==> config.mk <==
export PLATFORM = sky130hd
export DESIGN_NAME = video_stream_gen_flat
export DESIGN_NICKNAME = d
export VERILOG_FILES = /design/src/rtl/video_stream_gen_if.sv /design/src/rtl/video_stream_gen.sv /design/src/flat_wrapper.sv
export SDC_FILE = /design/constraint.sdc
export NUM_CORES = 1
export LEC_CHECK = 0
export CORE_MARGIN = 2
export CORE_UTILIZATION = 29
export DETAILED_ROUTE_END_ITERATION = 7
export GPL_ROUTABILITY_DRIVEN = 0
export PLACE_DENSITY = 0.44
export SLEW_MARGIN = 10
export SYNTH_ARGS = -nofsm -noshare
export SYNTH_HDL_FRONTEND = slang
export SYNTH_SLANG_ARGS = --single-unit
==> constraint.sdc <==
create_clock -name clk -period 5.1 [get_ports clk]
set_input_delay 1.275 -clock clk [delete_from_list [all_inputs] [get_ports clk]]
set_output_delay 1.275 -clock clk [all_outputs]
set_load 0.02 [all_outputs]
==> src/rtl/video_stream_gen_if.sv <==
// Luma stream interface between the pattern generator and the filter input.
// The generator drives the pixel stream and syncs; the consumer side owns
// the run request and pattern select.
interface video_stream_gen_if;
    logic        en_i;
    logic [1:0]  mode_i;
    logic [7:0]  y_o;
    logic        dv_o;
    logic        hs_o;
    logic        vs_o;
    logic [10:0] x_o;
    logic [9:0]  line_o;
    logic        frame_done_o;

    modport master (
        input  en_i, mode_i,
        output y_o, dv_o, hs_o, vs_o, x_o, line_o, frame_done_o
    );

    modport slave (
        output en_i, mode_i,
        input  y_o, dv_o, hs_o, vs_o, x_o, line_o, frame_done_o
    );
endinterface

==> src/rtl/video_stream_gen.sv <==
// Video stream pattern source: walks a parameterised frame timing
// (VFP/VS/VBP then lines of ACT/HFP/HS/HBP) and emits a registered luma
// stream with syncs. Outputs are computed from the next state so that
// every output lines up with the state it belongs to.
module video_stream_gen #(
    parameter int H_ACTIVE = 16,
    parameter int H_FP     = 6,
    parameter int H_SYNC   = 2,
    parameter int H_BP     = 6,
    parameter int V_ACTIVE = 10,
    parameter int V_BLANK  = 5,
    parameter int V_FP     = 6,
    parameter int V_SYNC   = 2,
    parameter int V_BP     = 6
) (
    input  logic             clk,
    input  logic             rst,
    video_stream_gen_if.master vid
);

    localparam logic [15:0] ACT_LAST  = 16'(H_ACTIVE - 1);
    localparam logic [15:0] HFP_LAST  = 16'(H_FP - 1);
    localparam logic [15:0] HS_LAST   = 16'(H_SYNC - 1);
    localparam logic [15:0] HBP_LAST  = 16'(H_BP - 1);
    localparam logic [15:0] VFP_LAST  = 16'(V_FP - 1);
    localparam logic [15:0] VS_LAST   = 16'(V_SYNC - 1);
    localparam logic [15:0] VBP_LAST  = 16'(V_BP - 1);
    localparam logic [9:0]  LINE_LAST = 10'(V_ACTIVE + V_BLANK - 1);
    localparam logic [9:0]  ACT_LINES = 10'(V_ACTIVE);

    typedef enum logic [2:0] {
        ST_IDLE = 3'd0,
        ST_VFP  = 3'd1,
        ST_VS   = 3'd2,
        ST_VBP  = 3'd3,
        ST_ACT  = 3'd4,
        ST_HFP  = 3'd5,
        ST_HS   = 3'd6,
        ST_HBP  = 3'd7
    } state_t;

    state_t      state_r, state_nxt_s;
    logic [15:0] cnt_r, cnt_nxt_s;
    logic [9:0]  line_r, line_nxt_s;
    logic [1:0]  mode_r, mode_nxt_s;

    logic [7:0]  y_r, y_nxt_s;
    logic        dv_r, dv_nxt_s;
    logic        hs_r, hs_nxt_s;
    logic        vs_r, vs_nxt_s;
    logic [10:0] x_r, x_nxt_s;
    logic [9:0]  line_out_r, line_out_nxt_s;
    logic        fd_r, fd_nxt_s;

    // Test pattern lookup for one pixel
    function automatic logic [7:0] pattern_f(input logic [1:0] mode,
                                             input logic [7:0] col,
                                             input logic [7:0] row);
        logic [7:0] pix;
        case (mode)
            2'd0:    pix = {row[3:0], col[3:0]};
            2'd1:    pix = col;
            2'd2:    pix = row;
            2'd3:    pix = (col[3] ^ row[3]) ? 8'hFF : 8'h00;
            default: pix = 8'h00;
        endcase
        return pix;
    endfunction

    // Next state, cycle counter, line counter and frame pattern latch
    always_comb begin
        state_nxt_s = state_r;
        cnt_nxt_s   = cnt_r + 16'd1;
        line_nxt_s  = line_r;
        mode_nxt_s  = mode_r;
        case (state_r)
            ST_IDLE: begin
                cnt_nxt_s = 16'd0;
                if (vid.en_i) begin
                    state_nxt_s = ST_VFP;
                end else begin
                    state_nxt_s = ST_IDLE;
                end
            end
            ST_VFP: begin
                if (cnt_r == VFP_LAST) begin
                    state_nxt_s = ST_VS;
                    cnt_nxt_s   = 16'd0;
                    line_nxt_s  = 10'd0;
                    mode_nxt_s  = vid.mode_i;
                end else begin
                    state_nxt_s = ST_VFP;
                end
            end
            ST_VS: begin
                if (cnt_r == VS_LAST) begin
                    state_nxt_s = ST_VBP;
                    cnt_nxt_s   = 16'd0;
                end else begin
                    state_nxt_s = ST_VS;
                end
            end
            ST_VBP: begin
                if (cnt_r == VBP_LAST) begin
                    state_nxt_s = ST_ACT;
                    cnt_nxt_s   = 16'd0;
                end else begin
                    state_nxt_s = ST_VBP;
                end
            end
            ST_ACT: begin
                if (cnt_r == ACT_LAST) begin
                    state_nxt_s = ST_HFP;
                    cnt_nxt_s   = 16'd0;
                end else begin
                    state_nxt_s = ST_ACT;
                end
            end
            ST_HFP: begin
                if (cnt_r == HFP_LAST) begin
                    state_nxt_s = ST_HS;
                    cnt_nxt_s   = 16'd0;
                end else begin
                    state_nxt_s = ST_HFP;
                end
            end
            ST_HS: begin
                if (cnt_r == HS_LAST) begin
                    state_nxt_s = ST_HBP;
                    cnt_nxt_s   = 16'd0;
                end else begin
                    state_nxt_s = ST_HS;
                end
            end
            ST_HBP: begin
                if (cnt_r == HBP_LAST) begin
                    cnt_nxt_s = 16'd0;
                    if (line_r != LINE_LAST) begin
                        state_nxt_s = ST_ACT;
                        line_nxt_s  = line_r + 10'd1;
                    end else if (vid.en_i) begin
                        state_nxt_s = ST_VFP;
                    end else begin
                        state_nxt_s = ST_IDLE;
                    end
                end else begin
                    state_nxt_s = ST_HBP;
                end
            end
            default: begin
                state_nxt_s = ST_IDLE;
                cnt_nxt_s   = 16'd0;
            end
        endcase
    end

    // Output values for the upcoming cycle, derived from the next state
    always_comb begin
        dv_nxt_s       = (state_nxt_s == ST_ACT) && (line_nxt_s < ACT_LINES);
        hs_nxt_s       = (state_nxt_s == ST_HS);
        vs_nxt_s       = (state_nxt_s == ST_VS);
        fd_nxt_s       = (state_nxt_s == ST_HBP) && (cnt_nxt_s == HBP_LAST) &&
                         (line_nxt_s == LINE_LAST);
        y_nxt_s        = 8'h00;
        x_nxt_s        = 11'd0;
        line_out_nxt_s = 10'd0;
        if (dv_nxt_s) begin
            y_nxt_s        = pattern_f(mode_nxt_s, cnt_nxt_s[7:0], line_nxt_s[7:0]);
            x_nxt_s        = cnt_nxt_s[10:0];
            line_out_nxt_s = line_nxt_s;
        end else begin
            y_nxt_s        = 8'h00;
            x_nxt_s        = 11'd0;
            line_out_nxt_s = 10'd0;
        end
    end

    // State, counters and registered outputs
    always_ff @(posedge clk) begin
        if (rst) begin
            state_r    <= ST_IDLE;
            cnt_r      <= 16'd0;
            line_r     <= 10'd0;
            mode_r     <= 2'd0;
            y_r        <= 8'h00;
            dv_r       <= 1'b0;
            hs_r       <= 1'b0;
            vs_r       <= 1'b0;
            x_r        <= 11'd0;
            line_out_r <= 10'd0;
            fd_r       <= 1'b0;
        end else begin
            state_r    <= state_nxt_s;
            cnt_r      <= cnt_nxt_s;
            line_r     <= line_nxt_s;
            mode_r     <= mode_nxt_s;
            y_r        <= y_nxt_s;
            dv_r       <= dv_nxt_s;
            hs_r       <= hs_nxt_s;
            vs_r       <= vs_nxt_s;
            x_r        <= x_nxt_s;
            line_out_r <= line_out_nxt_s;
            fd_r       <= fd_nxt_s;
        end
    end

    assign vid.y_o          = y_r;
    assign vid.dv_o         = dv_r;
    assign vid.hs_o         = hs_r;
    assign vid.vs_o         = vs_r;
    assign vid.x_o          = x_r;
    assign vid.line_o       = line_out_r;
    assign vid.frame_done_o = fd_r;

endmodule

==> src/flat_wrapper.sv <==
// flat-port wrapper written by rule: the top's interface ports become plain ports
module video_stream_gen_flat 
#(
    parameter int H_ACTIVE = 16,
    parameter int H_FP     = 6,
    parameter int H_SYNC   = 2,
    parameter int H_BP     = 6,
    parameter int V_ACTIVE = 10,
    parameter int V_BLANK  = 5,
    parameter int V_FP     = 6,
    parameter int V_SYNC   = 2,
    parameter int V_BP     = 6
)
  (clk, rst, vid_en_i, vid_mode_i, vid_y_o, vid_dv_o, vid_hs_o, vid_vs_o, vid_x_o, vid_line_o, vid_frame_done_o);
  video_stream_gen_if vid_i ();
  input  logic clk;
  input  logic rst;
  input wire logic [$bits(vid_i.en_i)-1:0] vid_en_i;
  input wire logic [$bits(vid_i.mode_i)-1:0] vid_mode_i;
  output wire logic [$bits(vid_i.y_o)-1:0] vid_y_o;
  output wire logic [$bits(vid_i.dv_o)-1:0] vid_dv_o;
  output wire logic [$bits(vid_i.hs_o)-1:0] vid_hs_o;
  output wire logic [$bits(vid_i.vs_o)-1:0] vid_vs_o;
  output wire logic [$bits(vid_i.x_o)-1:0] vid_x_o;
  output wire logic [$bits(vid_i.line_o)-1:0] vid_line_o;
  output wire logic [$bits(vid_i.frame_done_o)-1:0] vid_frame_done_o;
  assign vid_i.en_i = vid_en_i;
  assign vid_i.mode_i = vid_mode_i;
  assign vid_y_o = vid_i.y_o;
  assign vid_dv_o = vid_i.dv_o;
  assign vid_hs_o = vid_i.hs_o;
  assign vid_vs_o = vid_i.vs_o;
  assign vid_x_o = vid_i.x_o;
  assign vid_line_o = vid_i.line_o;
  assign vid_frame_done_o = vid_i.frame_done_o;
  video_stream_gen #(.H_ACTIVE(H_ACTIVE), .H_FP(H_FP), .H_SYNC(H_SYNC), .H_BP(H_BP), .V_ACTIVE(V_ACTIVE), .V_BLANK(V_BLANK), .V_FP(V_FP), .V_SYNC(V_SYNC), .V_BP(V_BP)) u_core (.clk(clk), .rst(rst), .vid(vid_i));
endmodule
==> out/qor.yml <==
setup_viol: 0
cts_buffers: 9
post-route-period-util_pct: 66.7
grt_max_degree: 33
grt_overflow: 0
insertedDiodeCount: 0
synthArstFlopShare_pct: 0
dp_hpwl_mm: 5.46
tritoncts: "built"
hold_violations: 0
dr.first_iter.drc_count: 83
synth_most_common_cell: "dfxtp_1"
cts_max_level: 3
synth_top_cell_by_area: "dfxtp_1"
synth_edf_count: 0
drc_errors: 0
first_pass_iters: 5
cts.clk_slew.worst_paths_ns: 0.08
rows: 37
start_kind: "register"
crit_path_end_kind: "register"
clock_latency_ns: 0.35
ys.flop_type: "dfxtp_1"
die-width_um: 105
finalWirelength_mm: 7.75
dr_total_vias: 2570
viasPerCell: 5.01
cp.arrival_ns: 3.65
relSlewSlack_pct: 50.3
final.min_clock_period_ns: 3.40
io_pins: 38
hold_path.class: "reg2reg"
grt_first_pass_wirelength_mm: 13.1
nFillCells: 1027
cts_setup_buffers: 0
initial_core_util_pct: 29.4
synthCells: 334
ys_ff_latch: 64
coreArea_um2: 10100
nNetsFinal: 381
finalPower_mw: 1.05
die_h_um: 105
powerDensity_nw_per_um2: 284
antenna_found_initial: 0
p_leak_nw: 1.26
cts-root-buf: "clkbuf_8"
ys_seq_area_share_pct: 43.0
cts.sink_count: 64
vdd_drop_max_uv: 121
io_buffers: 37
drive_above_1_share_pct: 11.7
yosysUniqueCellTypes: 62
critPathMaxFanout: 24
avgSynthCellArea_um2: 8.93
cts.path.max_buffers: 2
final_max_slew_viol_count: 0
finalSetupTns_ns: 0
grt_usage_pct: 15.0
max_cap_violations: 0
areaGrowthSynthToFinish_pct: 24.0
yosysWarnings: 0
clock_skew_ns: 0.0103
synth_top_cells_by_area: "dfxtp_1, nor2_1, nor3_1"
rsz0062_at_grt: "false"
crit_type: "reg2reg"
critPathRequiredTime_ns: 5.34
worst_pin_slew_ns: 0.745
max_freq_ghz: 0.294
synth.cell_area_um2: 2980
outcome: "complete, no violations"
wl_per_cell_um: 15.1
grt_pass1_vias: 2509
die_area_um2: 11100
ctsResizeCount: 0
antenna_left: 0
synthTopCellsByCount: "dfxtp_1, nor2_1, nand2_1"
yosys.area.top_type_share_pct: 43.0
ctsHoldBuffers: 0
## layer usage
metal	GRT usage, %	vias to the layer above	part of all wire (%)
li1	-	1273	-
met1	19.9	1239	48
met2	23.8	47	48
met3	2.47	11	2.6
met4	6.67	0	1.7
met5	0	-	0
## critical path, cell delays in order, from the launching register on
cell	delay, ns
dfxtp_1	0.48
ha_1	0.23
and3b_1	0.19
nand4_1	0.49
or4_1	0.68
mux2_2	0.26
nand3_1	0.10
nand4b_4	0.44
a2111oi_2	0.43
## sequential cells by signal, summed over array words and instances (netlist names)
signal	cells
u_core.cnt_r	16
u_core.vid.x_o	11
u_core.line_r	10
u_core.vid.line_o	10
u_core.vid.y_o	8
u_core.state_r	3
u_core.mode_r	2
u_core.vid.dv_o	1
u_core.vid.frame_done_o	1
u_core.vid.hs_o	1
u_core.vid.vs_o	1
## cell type report
class	count	area, µm²	area share (%)
Multi-Input combinational cell	250	1600	43.4
Sequential cell	64	1280	34.7
Timing Repair Buffer	39	385	10.4
Tap cell	136	170	4.60
Clock buffer	9	124	3.35
Clock inverter	7	103	2.77
Inverter	8	30.0	0.812
## placed cells by master (no fill, tap or decap), types with 3 or more instances in the layout
| master | netlist | routed |
|---|---|---|
| nor4b_1 | 5 | 5 |
| dfxtp_1 | 64 | 64 |
| nand4_1 | 13 | 13 |
| nand3_1 | 15 | 15 |
| clkbuf_8 | 0 | 9 |
| a21oi_1 | 11 | 11 |
| xnor2_1 | 8 | 8 |
| conb_1 | 1 | 6 |
| inv_6 | 0 | 3 |
| nand2b_1 | 5 | 5 |
| nor2_1 | 42 | 42 |
| mux2_2 | 5 | 5 |
| ha_1 | 4 | 4 |
| nand2_1 | 23 | 23 |
| nor3_1 | 21 | 21 |
| o21ai_0 | 12 | 12 |
| nor2b_1 | 5 | 5 |
| nor4_1 | 4 | 4 |
| and3_1 | 5 | 5 |
| and4_1 | 3 | 3 |
| a31oi_1 | 4 | 4 |
| nor3_2 | 5 | 5 |
| mux2i_1 | 3 | 3 |
| inv_1 | 7 | 7 |
| xor2_1 | 7 | 7 |
| clkdlybuf4s50_1 | 0 | 37 |
| nor3b_1 | 4 | 4 |
| or4_1 | 3 | 3 |
## where the power goes
| group | total [mW] | switching (mW) | internal (mW) | leakage [nW] |
|---|---|---|---|---|
| clock | 0.507 | 0.226 | 0.281 | 0.111 |
| sequential | 0.506 | 0.00290 | 0.503 | 0.518 |
| combinational | 0.0386 | 0.0238 | 0.0148 | 0.627 |
## final timing paths
| check | startpoint | endpoint | slack, ns | depth (start not counted) |
|---|---|---|---|---|
| worst max-delay path | u_core.cnt_r[0] | u_core.vid.y_o[7] | 1.70 | 8 |
| worst min-delay path | u_core.cnt_r[0] | u_core.vid.x_o[0] | 0.60 | 1 |
| worst max register to register | u_core.cnt_r[0] | u_core.vid.y_o[7] | 1.70 | 8 |
| worst min register to register | u_core.cnt_r[0] | u_core.vid.x_o[0] | 0.60 | 1 |
## per-stage QoR
step	worst slack [ns]	utilization (%)	cells	instance area, µm²	hold slack (ns)
floorplan	2.50	-	339	3000	0.535
global placement	1.55	34.2	497	3470	0.590
detailed placement	1.51	34.2	497	3470	0.601
CTS	1.67	36.5	513	3700	0.601
global route	1.42	36.5	513	3700	0.632
finish	1.70	36.5	513	3700	0.599
## kinds of logic after synthesis
logic type      Yosys count  share of synthesized area [%]
buf+inv                  25                           3.86
xor+xnor                 16                           4.95
mux                       9                           3.40
flops                    64                           43.0
fa+ha+maj                 4                           1.68
other cells               1                          0.126
simple gates            168                           32.1
compound gates           47                           10.9
Note: power is estimated with default switching activity, not from simulation.
